`src/rtl/i2c_bus_cond_det.sv`:
```
// I2C bus condition detector: deglitches synchronized SCL/SDA and emits single-cycle
// SCL edge, START, repeated START, STOP and SCL-low timeout pulses plus bus busy state.
module i2c_bus_cond_det #(
   parameter int FILT_LEN    = 3,
   parameter int TIMEOUT_CYC = 65535
) (
   input  logic clk,
   input  logic rst,
   input  logic scl_sync,
   input  logic sda_sync,
   output logic scl_filt,
   output logic sda_filt,
   output logic scl_rise,
   output logic scl_fall,
   output logic start_det,
   output logic rstart_det,
   output logic stop_det,
   output logic timeout,
   output logic bus_busy
);

   localparam int            TW        = (TIMEOUT_CYC > 0) ? $clog2(TIMEOUT_CYC + 1) : 1;
   localparam logic [3:0]    FILT_LAST = 4'(FILT_LEN - 1);
   localparam logic [TW-1:0] TO_LAST   = (TIMEOUT_CYC > 0) ? TW'(TIMEOUT_CYC - 1) : '0;
   localparam logic [TW-1:0] TO_MAX    = '1;

   typedef enum logic {ST_IDLE = 1'b0, ST_BUSY = 1'b1} state_t;

   state_t        r_state, w_state_nxt;
   logic [3:0]    r_scl_cnt, r_sda_cnt;
   logic [TW-1:0] r_to_cnt;
   logic          r_scl_filt, r_sda_filt, r_scl_d, r_sda_d;
   logic          r_scl_rise, r_scl_fall;
   logic          r_start, r_rstart, r_stop, r_timeout;
   logic          w_start_nxt, w_rstart_nxt, w_stop_nxt, w_timeout_nxt;
   logic          w_start_cond, w_stop_cond, w_to_hit;

   // Filtered line follows the input only after FILT_LEN consecutive differing edges.
   always_ff @(posedge clk) begin
      if (rst) begin
         r_scl_filt <= 1'b1;
         r_sda_filt <= 1'b1;
         r_scl_cnt  <= '0;
         r_sda_cnt  <= '0;
      end else begin
         if (scl_sync == r_scl_filt) begin
            r_scl_cnt <= '0;
         end else if (r_scl_cnt == FILT_LAST) begin
            r_scl_filt <= scl_sync;
            r_scl_cnt  <= '0;
         end else begin
            r_scl_cnt <= r_scl_cnt + 4'd1;
         end
         if (sda_sync == r_sda_filt) begin
            r_sda_cnt <= '0;
         end else if (r_sda_cnt == FILT_LAST) begin
            r_sda_filt <= sda_sync;
            r_sda_cnt  <= '0;
         end else begin
            r_sda_cnt <= r_sda_cnt + 4'd1;
         end
      end
   end

   // SCL must be high on both samples, so a simultaneous SCL/SDA change is never a condition.
   assign w_start_cond = r_sda_d & ~r_sda_filt & r_scl_d & r_scl_filt;
   assign w_stop_cond  = ~r_sda_d & r_sda_filt & r_scl_d & r_scl_filt;
   assign w_to_hit     = (TIMEOUT_CYC != 0) && (r_state == ST_BUSY) && !r_scl_filt
                         && (r_to_cnt == TO_LAST);

   always_comb begin
      w_state_nxt   = r_state;
      w_start_nxt   = 1'b0;
      w_rstart_nxt  = 1'b0;
      w_stop_nxt    = 1'b0;
      w_timeout_nxt = 1'b0;
      case (r_state)
         ST_IDLE: begin
            if (w_start_cond) begin
               w_state_nxt = ST_BUSY;
               w_start_nxt = 1'b1;
            end else if (w_stop_cond) begin
               w_stop_nxt = 1'b1;
            end
         end
         ST_BUSY: begin
            if (w_stop_cond) begin
               w_state_nxt = ST_IDLE;
               w_stop_nxt  = 1'b1;
            end else if (w_start_cond) begin
               w_rstart_nxt = 1'b1;
            end else if (w_to_hit) begin
               w_state_nxt   = ST_IDLE;
               w_timeout_nxt = 1'b1;
            end
         end
         default: w_state_nxt = ST_IDLE;
      endcase
   end

   always_ff @(posedge clk) begin
      if (rst) begin
         r_state    <= ST_IDLE;
         r_scl_d    <= 1'b1;
         r_sda_d    <= 1'b1;
         r_scl_rise <= 1'b0;
         r_scl_fall <= 1'b0;
         r_start    <= 1'b0;
         r_rstart   <= 1'b0;
         r_stop     <= 1'b0;
         r_timeout  <= 1'b0;
         r_to_cnt   <= '0;
      end else begin
         r_state    <= w_state_nxt;
         r_scl_d    <= r_scl_filt;
         r_sda_d    <= r_sda_filt;
         r_scl_rise <= r_scl_filt & ~r_scl_d;
         r_scl_fall <= ~r_scl_filt & r_scl_d;
         r_start    <= w_start_nxt;
         r_rstart   <= w_rstart_nxt;
         r_stop     <= w_stop_nxt;
         r_timeout  <= w_timeout_nxt;
         if ((TIMEOUT_CYC == 0) || (r_state != ST_BUSY) || r_scl_filt || w_to_hit) begin
            r_to_cnt <= '0;
         end else if (r_to_cnt != TO_MAX) begin
            r_to_cnt <= r_to_cnt + TW'(1);
         end
      end
   end

   // Event outputs are single-cycle pulses with no backpressure: the consumer samples every cycle.
   assign scl_filt   = r_scl_filt;
   assign sda_filt   = r_sda_filt;
   assign scl_rise   = r_scl_rise;
   assign scl_fall   = r_scl_fall;
   assign start_det  = r_start;
   assign rstart_det = r_rstart;
   assign stop_det   = r_stop;
   assign timeout    = r_timeout;
   assign bus_busy   = (r_state == ST_BUSY);

endmodule

```
`config.mk`:
```
export PLATFORM = sky130hd
export DESIGN_NAME = i2c_bus_cond_det
export DESIGN_NICKNAME = d
export VERILOG_FILES = /design/src/rtl/i2c_bus_cond_det.sv
export SDC_FILE = /design/constraint.sdc
export NUM_CORES = 1
export LEC_CHECK = 0
export ABC_AREA = 0
export BUFFER_PORTS_ARGS = -buffer_cell sky130_fd_sc_hd__buf_2
export CORE_UTILIZATION = 50
export CTS_CLUSTER_DIAMETER = 80
export CTS_CLUSTER_SIZE = 30
export DETAILED_ROUTE_END_ITERATION = 7
export PLACE_DENSITY = 0.71
export SLEW_MARGIN = 20
export SYNTH_ARGS = -nofsm -noshare
export SYNTH_HDL_FRONTEND = slang
export SYNTH_SLANG_ARGS = --single-unit
```
`constraint.sdc`:
```
create_clock -name clk -period 1.8 [get_ports clk]
set_input_delay 0.36 -clock clk [delete_from_list [all_inputs] [get_ports clk]]
set_output_delay 0.36 -clock clk [all_outputs]
set_load 0.005 [all_outputs]
```
==> run metrics, run 1 <==
all-layer global routing usage=21.06%; Post-Route Setup TNS=0 ns; most frequent cells in the layout=34 x dfxtp_1, 15 x buf_4, 14 x nor2_1, 12 x buf_2, 10 x nand2_1; WP data arrival=around 2 ns; final hold violations=0; GR Overflow Total=0; failing checks=DRC; Clock Tree Buf Depth=2; cts bufs inserted=5; Post-synth ARST share=0%; syn_nets=approximately 180; vias post-DR=1291; initial antenna violation count=0; Post-Syn Instances=165; synth warn=0; mapped cell area=roughly 1500 um2; CTS tree=built; wirelength, routed=around 3000 um; Leakage Power=0.6541 nW; first-pass GRT wire length=between 5000 and 6000 um; ANT nets after route=0; Power Density=787.3 nW/um2; switching share of power=20.33%; Worst Tran Pin Value=0.3490 ns; core area=2829 um2; RSZ-0062 raised after global routing=false; worst path required time=2.05 ns; Post-synth EDFFs=0; pre-CTS setup slack=0.01063 ns; post-synth top area share=45.64%; setup bufs post-CTS=0; Placer Congestion=0.8327; fin crit share=95.80%; vias in the first global route=about 1200; antenna cells=0; FF+latch count, synth=35; final number of setup-violating endpoints=0; slew margin rel.=between 70% and 80%; clock power share=41.4%; clock-pin slew on the worst setup and hold paths=roughly 0.11 ns; Final Max Slew Viols=0; # rows=19; DIE HEIGHT=around 57 um; Worst Path Max Fanout=7; die width=57.41 um; outcome=finished, violations left; Net Sw Power=between 0.2 and 0.3 mW; Area Growth Syn to Fin=17.28%; Initial Utilization=54.27%; Skew-Pair Late Insertion Delay=0.34 ns; worst vdd ir=0.5453 mV; share of post-route cells with drive strength above 1=23.32%; number of remaining DRC errors=2; H-tree depth=2; Yosys cell types=40; CTS root buffer=clkbuf_4; largest net degree at the start of global routing=17; Starting DRT DRC Count=between 40 and 50; total of max-cap violations=0; most used flip-flop cell after synthesis=dfxtp_1; Via density=5.763; WL/cell=approximately 13 um; Syn Area/Cell=slightly above 9 um2; R2R cell count=4; Int Pwr=1.129 mW; worst min-delay path class=in2reg; Logic pwr share=2.6%; boundary pin count=13; crit path capture type=flip-flop; Hold Path Stages=3; Layout fillers=241; Area contributors post-synth=dfxtp_1 46%, ha_1 4.9%, nor2_1 3.4%; Yosys top cell by area=dfxtp_1; Sink Count=35; most common cell after layout, fill and taps aside=dfxtp_1; PortBufs=12; CP Class=reg2reg; Worst Skew=0.01065 ns; DRT Pass-1 Iters=6; FMAX=between 500 and 600 MHz; Final Critical Period=1.724 ns; Reg power frac=between 50% and 60%; dpl hpwl=2172 um; die area=roughly 3300 um2; CP Launch Type=flip-flop; Final Worst Setup Slack=between 0.07 and 0.08 ns; register area share after synthesis=45.64%; post-layout net count=202
what timing repair did:
action | in CTS | in global routing
pin swaps | 0 | 0
gates resized for setup | 1 | 1
hold buffers | 0 | 0
hold endpoints to repair | 0 | 0
endpoints found under the setup margin | 1 | 3
synthesized netlist by cell type, types with 3 or more instances:
cell type / instances
inv_1: 6
a21oi_1: 9
nor4_1: 3
or3_1: 7
a211oi_1: 4
nand3_1: 6
xnor2_1: 5
nor3b_1: 4
nor2_1: 14
o21ai_0: 4
nand4_1: 7
clkbuf_1: 3
dfxtp_1: 35
nand2_1: 10
a31oi_1: 4
nor3_1: 7
ha_1: 6
through the flow:
| step | utilization [%] | instances | hold slack [ns] | power (mW) | area [um2] |
|---|---|---|---|---|---|
| after floorplan | - | 165 | 0.4297 | 0.8350 | 1535 |
| final | 63.64 | 224 | 0.2555 | 1.418 | 1800 |
| after global placement | 60.37 | 216 | 0.4428 | 0.8453 | 1708 |
| after CTS | 63.60 | 224 | 0.2406 | 1.440 | 1799 |
| after global routing | 63.64 | 224 | 0.2568 | 1.482 | 1800 |
| after detailed placement | 60.37 | 216 | 0.4510 | 0.8486 | 1708 |
critical path: stages, from the launching register on:
cell and delay, ns:
dfxtp_1 0.40, nand3_2 0.11, or3_4 0.44, or4_1 0.43, a41o_1 0.25
per-layer routing:
metal | up-vias | track usage [%] | wire length (um)
li1 | 664 | - | -
met4 | 0 | 10.80 | 80
met3 | 7 | 7.937 | 137
met2 | 29 | 35.05 | 1430
met1 | 591 | 23.40 | 1316
met5 | - | 0 | 0
state kept, by name, indices dropped and copies added, names as in the netlist:
| signal | flops |
|---|---|
| stop_det | 1 |
| bus_busy | 1 |
| r_scl_d | 1 |
| timeout | 1 |
| scl_rise | 1 |
| r_to_cnt | 16 |
| r_sda_cnt | 4 |
| scl_filt | 1 |
| r_scl_cnt | 4 |
| sda_filt | 1 |
| r_sda_d | 1 |
| start_det | 1 |
| rstart_det | 1 |
| scl_fall | 1 |
final timing paths:
path	endpoint	slack, ns	from
setup / recovery	bus_busy	0.08	r_to_cnt[4]
hold / removal	scl_filt	0.26	scl_sync
setup reg to reg	bus_busy	0.08	r_to_cnt[4]
hold reg to reg	r_sda_cnt[0]	0.47	r_sda_cnt[0]
area by class of cell:
class	count	area [um2]	share of cell area, %
clock inverter	2	35.03	1.946
tap	31	38.79	2.154
multi-input combinational	117	778.2	43.22
sequential	35	701.9	38.99
inverter	6	22.52	1.251
timing repair buffer	27	172.7	9.590
clock buffer	6	51.30	2.849
cells by family after synthesis:
group                      Yosys count  synth area share [%]
AOI/OAI and AO/OA                   28                 12.96
xor gates and xnor gates             7                 3.994
adders and majority gates            6                 4.890
buffers and inverters               13                 3.993
DFF                                 35                 45.64
muxes                                2                 1.304
and+or+nand+nor                     74                 27.22
power by group through the flow:
stage | sequential, mW | combinational [mW] | clock (mW)
after floorplan | 0.810 | 0.0250 | 0
after global placement | 0.810 | 0.0348 | 0
after detailed placement | 0.812 | 0.0369 | 0
after CTS | 0.794 | 0.0373 | 0.608
after global routing | 0.796 | 0.0419 | 0.644
final | 0.794 | 0.0366 | 0.587
(Power assumes the default switching activity.)
==> run 2, diff against run 1 <==
clock period = 1.46 ns   (was 1.8 ns; I/O delays follow)
==> run 2 against run 1 <==
  * The flow finishes with violations (setup timing)
  * Final cell count up 16%
  * Global-route usage increased by 4.9 points
  * Count of clock-buffer cells in the layout is 1 lower
  * Sequential cell count did not move
  * Worst hold slack worse by 0.073 ns
  * Total power is 23% higher
  * Critical path depth is 1 higher
  * Die area is the same
  * Cell area grew 23%
  * Sequential share of layout area shrank 6.7 points
  * Clock skew fell by 0.0045 ns
==> run metrics, run 2 (synthesized netlist as in run 1, its figures left out) <==
total of max-cap violations=0 (unchanged); most common cell after layout, fill and taps aside=buf_4 (was dfxtp_1); Leakage Power=0.8652 nW (was 0.6541 nW); clock power share=40.9% (was 41.4%); CP peak stage delay=0.47 ns (was 0.44 ns); Final Critical Period=1.682 ns (was 1.724 ns); cts bufs inserted=5 (unchanged); RSZ-0062 raised after global routing=true (was false); Final Worst Setup Slack=-0.2225 ns (was 0.07568 ns); worst path required time=1.69 ns (was 2.05 ns); PortBufs=12 (unchanged); CP Class=reg2reg (unchanged); Reg with most FFs=r_to_cnt (unchanged); dpl hpwl=2617 um (was 2172 um); Final Max Slew Viols=0 (unchanged); first-pass GRT wire length=6603 um (was 5216 um); biggest regs=r_to_cnt: 16 flops, r_scl_cnt: 4 flops, r_sda_cnt: 4 flops (unchanged); final hold violations=0 (unchanged); Sink Count=35 (unchanged); core area=2829 um2 (unchanged); Skew-Pair Late Insertion Delay=0.35 ns (was 0.34 ns); largest net degree at the start of global routing=13 (was 17); Area Growth Syn to Fin=44.82% (was 17.28%); die width=57.41 um (unchanged); Worst Tran Pin Value=0.4705 ns (was 0.3490 ns); worst min-delay path class=in2reg (unchanged); Layout fillers=191 (was 241); CP Launch Type=flip-flop (unchanged); boundary pin count=13 (unchanged); FMAX=594.4 MHz (was 579.9 MHz); Logic pwr share=2.9% (was 2.6%); Starting DRT DRC Count=63 (was 41); Power Density=781.3 nW/um2 (was 787.3 nW/um2); Initial Utilization=54.27% (unchanged); Worst Path Max Fanout=6 (was 7); DP Cell Count=243 (was 216); Reg power frac=56.2% (was 56.0%); vias in the first global route=1516 (was 1221); share of post-route cells with drive strength above 1=50.44% (was 23.32%); crit path capture type=flip-flop (unchanged); fin crit share=115.2% (was 95.80%); post-layout net count=237 (was 202); Net Sw Power=0.3874 mW (was 0.2882 mW); die area=3296 um2 (unchanged); failing checks=setup timing (was DRC); final number of setup-violating endpoints=17 (was 0); most frequent cells in the layout=43 x buf_4, 23 x dfxtp_1, 13 x nor2_1, 13 x buf_2, 11 x dfxtp_2 (was 34 x dfxtp_1, 15 x buf_4, 14 x nor2_1, 12 x buf_2, 10 x nand2_1); Worst Skew=0.006133 ns (was 0.01065 ns); all-layer global routing usage=25.98% (was 21.06%); Non-Filler Instances=259 (was 224); DRT Pass-1 Iters=4 (was 6); switching share of power=22.30% (was 20.33%); initial antenna violation count=0 (unchanged); Critical Path Slowest Stage Cell=nor4b_1 (was or3_4); WL/cell=15.00 um (was 13.23 um); number of remaining DRC errors=0 (was 2); H-tree depth=2 (unchanged); Int Pwr=1.350 mW (was 1.129 mW); antenna cells=0 (unchanged); CTS root buffer=clkbuf_4 (unchanged); hold buffers post-CTS=0 (unchanged); Worst Path Buf+Inv=1 (was 0); Placer Congestion=0.8506 (was 0.8327); wirelength, routed=3885 um (was 2964 um); Clock Tree Buf Depth=2 (unchanged); crit-path cells=nand3_2 -> or3_4 -> buf_6 -> nor4b_1 -> nor3_2 (was nand3_2 -> or3_4 -> or4_1 -> a41o_1); WP data arrival=1.92 ns (was 1.97 ns); slew margin rel.=68.19% (was 76.65%); worst vdd ir=0.6848 mV (was 0.5453 mV); CP delay by family, top=simple AND/OR/NAND/NOR gates (unchanged); clock-pin slew on the worst setup and hold paths=0.11 ns (about the same); # rows=19 (unchanged); Via density=5.865 (was 5.763); outcome=finished, violations left (unchanged); DIE HEIGHT=57.41 um (unchanged); Largest register FFs=16 (unchanged); CTS tree=built (unchanged); GR Overflow Total=0 (unchanged); Pwr Total=1.737 mW (was 1.418 mW); vias post-DR=1519 (was 1291); ANT nets after route=0 (unchanged)
==> run 2: cell count changes in the layout (fill, tap and decap cells not counted), sizes merged <==
cell    change
clkbuf      -1
buf        +35
clkinv      +1
==> run 2: cell type report <==
| type | instances | area [um2] | area share (%) |
|---|---|---|---|
| clock inverter | 3 | 43.79 | 1.970 |
| sequential | 35 | 718.2 | 32.30 |
| tap | 31 | 38.79 | 1.745 |
| inverter | 6 | 22.52 | 1.013 |
| timing repair buffer | 62 | 455.4 | 20.48 |
| clock buffer | 5 | 37.54 | 1.688 |
| multi-input combinational | 117 | 907.1 | 40.80 |
==> run 2: power by group through the flow <==
| stage | Sequential (mW) | Clock (mW) | Combinational [mW] |
|---|---|---|---|
| 2_1_floorplan | 0.999 | 0 | 0.0308 |
| 3_3_place_gp | 0.999 | 0 | 0.0474 |
| 3_5_place_dp | 1.00 | 0 | 0.0512 |
| 4_1_cts | 0.976 | 0.706 | 0.0516 |
| 5_1_grt | 0.978 | 0.746 | 0.0588 |
| 6_report | 0.977 | 0.710 | 0.0509 |
==> run 2: what timing repair did <==
item                       in CTS  in global routing
pin swaps                       5                  4
setup endpoints to repair      17                 19
cloned                          2                  0
gates resized for setup        26                 11
setup buffers                   5                  1
==> run 2: worst reg2reg max path, stage by stage, from the launching register on <==
cell,delay (ns)
dfxtp_2,0.35
nand3_2,0.08
or3_4,0.44
buf_6,0.15
nor4b_1,0.47
nor3_2,0.09
==> run 2: metrics by stage <==
step	instance area [um2]	util (%)	hold WS, ns	setup TNS [ns]	setup WS, ns
after global routing	2223	78.59	0.1836	-2.330	-0.2753
after global placement	1947	68.82	0.4418	-1.918	-0.1799
after detailed placement	1947	68.82	0.4501	-2.770	-0.2312
final	2223	78.59	0.1820	-1.710	-0.2225
after floorplan	1575	-	0.4204	-1.854	-0.1969
after CTS	2188	77.36	0.1892	-1.611	-0.1437
==> run 2: worst paths after layout <==
| path | from | end | slack, ns | cells past startpoint |
|---|---|---|---|---|
| min | scl_sync | scl_filt | 0.18 | 3 |
| min reg2reg | r_sda_cnt[0] | r_sda_cnt[0] | 0.44 | 1 |
| max | r_to_cnt[7] | r_to_cnt[12] | -0.22 | 5 |
| max reg2reg | r_to_cnt[7] | r_to_cnt[12] | -0.22 | 5 |
==> run 2: layer usage <==
metal / wire (um) / part of all wire, % / GRT usage (%) / up-vias
met5: 0 / 0 / 0 / -
met4: 101 / 2.6 / 11.85 / 0
met3: 175 / 4.5 / 5.669 / 13
met2: 1968 / 51 / 45.02 / 36
met1: 1640 / 42 / 30.50 / 738
li1: - / - / - / 732
